[src/rtl/mem_access_unit.sv]
// rtl/mem_access_unit.sv - multicycle fetch/load/store access unit with IR, MDR and byte lanes
// Decodes width/alignment on accept, runs one handshaked memory cycle, reports done/error.
module mem_access_unit #(
  parameter int TIMEOUT = 16
) (
  input  logic        clk,
  input  logic        rst,
  input  logic        acc_valid,
  output logic        acc_ready,
  input  logic        acc_fetch,
  input  logic        acc_write,
  input  logic [31:0] acc_adr,
  input  logic [31:0] acc_wdata,
  input  logic [2:0]  acc_funct3,
  output logic        acc_done,
  output logic        acc_err,
  output logic [1:0]  acc_err_code,
  output logic [31:0] ir,
  output logic [31:0] mdr,
  output logic        mem_en,
  output logic        mem_we,
  output logic [31:0] mem_addr,
  output logic [3:0]  mem_wmask,
  output logic [31:0] mem_wdata,
  input  logic [31:0] mem_rdata,
  input  logic        mem_ack
);

  localparam int CW = $clog2(TIMEOUT) + 1;
  localparam logic [CW-1:0] LAST = CW'(TIMEOUT - 1);

  typedef enum logic [1:0] {S_IDLE, S_ISSUE, S_DONE} state_t;

  state_t        r_state;
  logic [CW-1:0] r_cnt;
  logic          r_fetch;
  logic          r_write;
  logic [1:0]    r_lane;
  logic [2:0]    r_funct3;

  logic        w_store;
  logic        w_is_half;
  logic        w_is_word;
  logic        w_illegal;
  logic        w_misaligned;
  logic [3:0]  w_wmask;
  logic [31:0] w_wdata;
  logic [7:0]  w_byte;
  logic [15:0] w_half;
  logic        w_sx;
  logic [31:0] w_load_ext;

  assign acc_ready = (r_state == S_IDLE);
  assign w_store   = acc_write & ~acc_fetch;

  // Request decode works on the raw inputs so errors are known on the accept edge.
  always_comb begin
    w_is_half = 1'b0;
    w_is_word = 1'b0;
    w_illegal = 1'b0;
    if (acc_fetch) begin
      w_is_word = 1'b1;
    end else begin
      case (acc_funct3)
        3'b000: ;
        3'b001: w_is_half = 1'b1;
        3'b010: w_is_word = 1'b1;
        3'b100, 3'b101: begin
          w_illegal = acc_write;
          w_is_half = acc_funct3[0];
        end
        default: w_illegal = 1'b1;
      endcase
    end
  end

  assign w_misaligned = (w_is_half & acc_adr[0]) | (w_is_word & (acc_adr[1:0] != 2'b00));

  always_comb begin
    w_wmask = 4'b0000;
    w_wdata = 32'h0;
    if (w_store) begin
      case (acc_funct3[1:0])
        2'b00: begin
          w_wmask = 4'b0001 << acc_adr[1:0];
          w_wdata = {4{acc_wdata[7:0]}};
        end
        2'b01: begin
          w_wmask = acc_adr[1] ? 4'b1100 : 4'b0011;
          w_wdata = {2{acc_wdata[15:0]}};
        end
        default: begin
          w_wmask = 4'b1111;
          w_wdata = acc_wdata;
        end
      endcase
    end
  end

  always_comb begin
    case (r_lane)
      2'd0:    w_byte = mem_rdata[7:0];
      2'd1:    w_byte = mem_rdata[15:8];
      2'd2:    w_byte = mem_rdata[23:16];
      default: w_byte = mem_rdata[31:24];
    endcase
    w_half = r_lane[1] ? mem_rdata[31:16] : mem_rdata[15:0];
    w_sx   = ~r_funct3[2];
    case (r_funct3[1:0])
      2'b00:   w_load_ext = {{24{w_sx & w_byte[7]}}, w_byte};
      2'b01:   w_load_ext = {{16{w_sx & w_half[15]}}, w_half};
      default: w_load_ext = mem_rdata;
    endcase
  end

  always_ff @(posedge clk) begin
    if (rst) begin
      r_state      <= S_IDLE;
      r_cnt        <= '0;
      r_fetch      <= 1'b0;
      r_write      <= 1'b0;
      r_lane       <= 2'b00;
      r_funct3     <= 3'b000;
      ir           <= 32'h0000_0013;
      mdr          <= 32'h0;
      mem_en       <= 1'b0;
      mem_we       <= 1'b0;
      mem_addr     <= 32'h0;
      mem_wmask    <= 4'b0000;
      mem_wdata    <= 32'h0;
      acc_done     <= 1'b0;
      acc_err      <= 1'b0;
      acc_err_code <= 2'b00;
    end else begin
      case (r_state)
        S_IDLE: begin
          if (acc_valid) begin
            r_fetch  <= acc_fetch;
            r_write  <= w_store;
            r_lane   <= acc_adr[1:0];
            r_funct3 <= acc_funct3;
            if (w_illegal || w_misaligned) begin
              r_state      <= S_DONE;
              acc_done     <= 1'b1;
              acc_err      <= 1'b1;
              acc_err_code <= w_illegal ? 2'b10 : 2'b01;
            end else begin
              r_state   <= S_ISSUE;
              r_cnt     <= '0;
              mem_en    <= 1'b1;
              mem_we    <= w_store;
              mem_addr  <= {acc_adr[31:2], 2'b00};
              mem_wmask <= w_wmask;
              mem_wdata <= w_wdata;
            end
          end
        end
        S_ISSUE: begin
          // An ack in the final allowed cycle still completes the access.
          if (mem_ack) begin
            if (r_fetch) ir <= mem_rdata;
            else if (!r_write) mdr <= w_load_ext;
            r_state      <= S_DONE;
            mem_en       <= 1'b0;
            mem_we       <= 1'b0;
            acc_done     <= 1'b1;
            acc_err      <= 1'b0;
            acc_err_code <= 2'b00;
          end else if (r_cnt == LAST) begin
            r_state      <= S_DONE;
            mem_en       <= 1'b0;
            mem_we       <= 1'b0;
            acc_done     <= 1'b1;
            acc_err      <= 1'b1;
            acc_err_code <= 2'b11;
          end else begin
            r_cnt <= r_cnt + 1'b1;
          end
        end
        default: begin
          r_state      <= S_IDLE;
          acc_done     <= 1'b0;
          acc_err      <= 1'b0;
          acc_err_code <= 2'b00;
        end
      endcase
    end
  end

endmodule
[config.mk]
export PLATFORM = sky130hd
export DESIGN_NAME = mem_access_unit
export DESIGN_NICKNAME = d
export VERILOG_FILES = /design/src/rtl/mem_access_unit.sv
export SDC_FILE = /design/constraint.sdc
export NUM_CORES = 1
export LEC_CHECK = 0
export ABC_AREA = 1
export BUFFER_PORTS_ARGS = -buffer_cell sky130_fd_sc_hd__buf_2
export CORE_AREA = 2 2 170 172
export DETAILED_ROUTE_END_ITERATION = 8
export DIE_AREA = 0 0 172 174
export GPL_TIMING_DRIVEN = 0
export SYNTH_ARGS = -nofsm -noshare
export SYNTH_HDL_FRONTEND = slang
export SYNTH_SLANG_ARGS = --single-unit
[constraint.sdc]
create_clock -name clk -period 1.7 [get_ports clk]
set_input_delay 0.085 -clock clk [delete_from_list [all_inputs] [get_ports clk]]
set_output_delay 0.085 -clock clk [all_outputs]
set_load 0.02 [all_outputs]
==> flow_metrics.tcl <==
set metrics [dict create \
    outcome "finished clean" \
    synth_top_area_share_pct 43.1 \
    hold_end "mem_addr[21]$_SDFFE_PP0P_" \
    timing.fmax_ghz 0.618 \
    clkLatencyLatePin_ns 0.43 \
    setup_viol 0 \
    layout.nets 1455 \
    cpMaxStageDelayCell "dfxtp_1" \
    vdd_ir_drop_max_mv 0.495 \
    ys_seq_area_share_pct 43.1 \
    area_delta_synth_final_pct 43.4 \
    grt_usage_pct 18.0 \
    yosysTopAreaCell "dfxtp_1" \
    start_util_pct 24.7 \
    worst-path-stages 9 \
    synth-xor-area-share_pct 0.126 \
    worstPathCellList "clkbuf_4 > nor2_1 > nand2_1 > o211ai_1 > nand4_1 > buf_4 > nand3_1 > nand2_1 > inv_1" \
    design_area_mm2 0.0100 \
    power_density_mw_per_mm2 972 \
    dr_total_vias 7832 \
    synth_most_common_cell "nor2_1" \
    placed_area_mm2 0.00866 \
    worst_slew_pin_slew_ns 0.722 \
    syn_area_mm2 0.00697 \
    r2r_setup_slack_ns 0.08 \
    dpl_worst_slack_ns -0.172 \
    detail-route-antenna-nets 0 \
    num_io_pins 244 \
    grt_pass1_wl_mm 41.4 \
    critPathLaunch "r_lane[1]$_SDFFE_PP0P_" \
    synth.distinct_cells 37 \
    antenna_found_initial 3 \
    clock_path_buffers 2 \
    drt_iter0_drc 520 \
    stdcell_count 1749 \
    core_mm2 0.0282 \
    drc_errors 0 \
    grt_start_max_net_pins 17 \
    synth_edf_count 0 \
    fin_crit_ns 1.62 \
    cts_made_buffers 17 \
    synth_area_leaders "dfxtp_1 (43%), nor2_1 (12%), nand2_1 (9.2%), nand3_1 (7.1%), o21ai_0 (5.7%)" \
    rr_worst_depth 9 \
    row_count 62 \
    die_w_um 172 \
    synth-async-reset-ratio_pct 0 \
    leakage_nw 4.97 \
    max-slew-margin-rel_pct 51.9 \
    cp_top_family "simple AND/OR/NAND/NOR gates" \
    crit_type "flip-flop to flip-flop" \
    synth-warning-count 0 \
    syn_inst 1024 \
    synth_common_cells "nor2_1 (215), nand2_1 (170), dfxtp_1 (150), inv_1 (102), nand3_1 (99)" \
    cts_tree "built" \
    die-area_mm2 0.0299 \
    drive_gt1_share_pct 25.6 \
    wl_per_cell_um 15.9 \
    synth_compound_area_share_pct 15.3 \
    rsz0062_at_grt "yes" \
    period_share_pct 95.2 \
    synth_fa_ha_area_share_pct 0.359 \
    layout_setup_ws_ns 0.0817 \
    gp_congestion 0.869 \
    fin_worst_skew_ns 0.0163 \
    avgSynthCellArea_um2 6.81 \
    tns_ns 0 \
    wl_mm 27.8 \
    die_y_um 174 \
    synthMuxAreaShare_pct 0.144 \
    fillers 3084 \
    worst-path-buf-inv 3 \
    cp.required_ns 2.07 \
    rr_startpoint "r_lane[1]$_SDFFE_PP0P_" \
    synth_top_family_by_area "simple AND/OR/NAND/NOR gates" \
    hold_viol 0 \
    synth_seq_cells 150 \
    drtPass1Iterations 9 \
    dp.cells 1650 \
    critPathLaunchType "flip-flop" \
    portBuffers 241 \
    synthFlopType "dfxtp_1" \
    reg2reg_to "mdr[26]$_SDFFE_PP0P_" \
    worstHoldPathCells 5 \
    drv_cap 0 \
    hold_path.class "primary input to flip-flop" \
    synth-simple-area-share_pct 30.2 \
    total_power_mw 9.72 \
    clock-root-buffer "clkbuf_16" \
    htree_num_levels 4 \
    worstPathArrival_ns 1.99 \
    grt_pass1_vias 7359 \
    hpwl_mm 21.5 \
    crit_path_end_kind "flip-flop" \
    drv_slew 0 \
    min_from "acc_adr[21]" \
    cts.sinks 150 \
    cp_common_cell "nand2_1" \
    slowest_delay_ns 0.32 \
    via_per_inst 4.48 \
    clk_pin_slew_ns 0.06 \
    path_max_fanout 10 \
    overflow 0 \
]
logic make-up (layout without fill, tap and decap cells):
group | count (synthesis) | in the layout
AND/OR/NAND/NOR | 504 | 504
XOR/XNOR | 1 | 1
multiplexers | 1 | 1
adder cells (fa/ha/maj) | 2 | 2
buffers and inverters | 172 | 508
AO/OA/AOI/OAI | 193 | 193
flip-flops | 150 | 150
other | 1 | 6
power by group:
| part | leakage (nW) | internal, mW | switching (mW) |
|---|---|---|---|
| sequential | 1.22 | 3.74 | 0.122 |
| combinational | 3.47 | 0.755 | 1.32 |
| clock | 0.272 | 2.09 | 1.68 |
cell usage in the layout, fill, tap and decap left out, types with 7 or more instances in the layout:
cell             n
a211oi_1         8
a21oi_1         77
buf_1           12
buf_2          248
buf_4           16
buf_6            7
clkbuf_1        20
clkbuf_16       17
dfxtp_1        148
dlygate4sd3_1   59
inv_1          100
nand2_1        163
nand2_2          7
nand3_1         98
nor2_1         212
o2111ai_1       11
o211ai_1        12
o21ai_0         78
or2_2            7
worst reg2reg max path: stages, from the launching register on:
cell	delay, ns
dfxtp_1	0.32
clkbuf_4	0.20
nor2_1	0.19
nand2_1	0.08
o211ai_1	0.12
nand4_1	0.24
buf_4	0.25
nand3_1	0.07
nand2_1	0.06
inv_1	0.05
per-layer routing:
metal | up-vias | GRT usage, % | routed length, um
met5 | - | 0 | 13
met4 | 2 | 6.23 | 546
met3 | 34 | 5.15 | 2490
met2 | 322 | 30.6 | 13100
met1 | 3529 | 21.7 | 11600
li1 | 3945 | - | -
registers in the layout, indices dropped and copies added, names as in the netlist:
name and flops:
ir 32, mdr 32, mem_wdata 32, mem_addr 30
r_cnt 5, mem_wmask 4, r_funct3 3, acc_err_code 2
r_lane 2, r_state 2, acc_done 1, acc_err 1
mem_en 1, mem_we 1, r_fetch 1, r_write 1
layout make-up:
class	count	area, um^2	area share [%]
tap	384	480	4.81
clock buffer	18	439	4.39
antenna	4	10.0	0.100
multi-input combinational	703	3290	32.9
inverter	106	405	4.06
sequential	150	3010	30.1
clock inverter	14	141	1.41
timing repair buffer	305	1850	18.5
buffer	65	372	3.72
worst max-delay path by stage:
stage / end / slack [ns]
2_1_floorplan: mem_wdata[12]$_SDFFE_PP0P_ / 0.20
3_3_place_gp: ir[15]$_SDFFE_PP0P_ / -0.14
3_5_place_dp: mem_addr[21]$_SDFFE_PP0P_ / -0.17
4_1_cts: mem_we$_SDFFE_PP0P_ / 0.004
5_1_grt: mdr[25]$_SDFFE_PP0P_ / -0.03
6_report: mdr[26]$_SDFFE_PP0P_ / 0.08
metrics by stage:
| step | util, % | hold slack (ns) |
|---|---|---|
| 2_1_floorplan | - | 0.213 |
| 6_report | 35.4 | 0.0133 |
| 3_3_place_gp | 30.7 | 0.367 |
| 4_1_cts | 35.0 | 0.000376 |
| 3_5_place_dp | 30.7 | 0.369 |
| 5_1_grt | 35.4 | 0.0186 |
what timing repair did:
action / in CTS / in global routing
buffers inserted: 1 / 4
endpoints found under the setup margin: 53 / 71
pin swaps: 1 / 4
endpoints found under the hold margin: 65 / 0
hold buffers: 59 / 0
resized for setup: 9 / 32
Power figures use the tool's default switching activity.
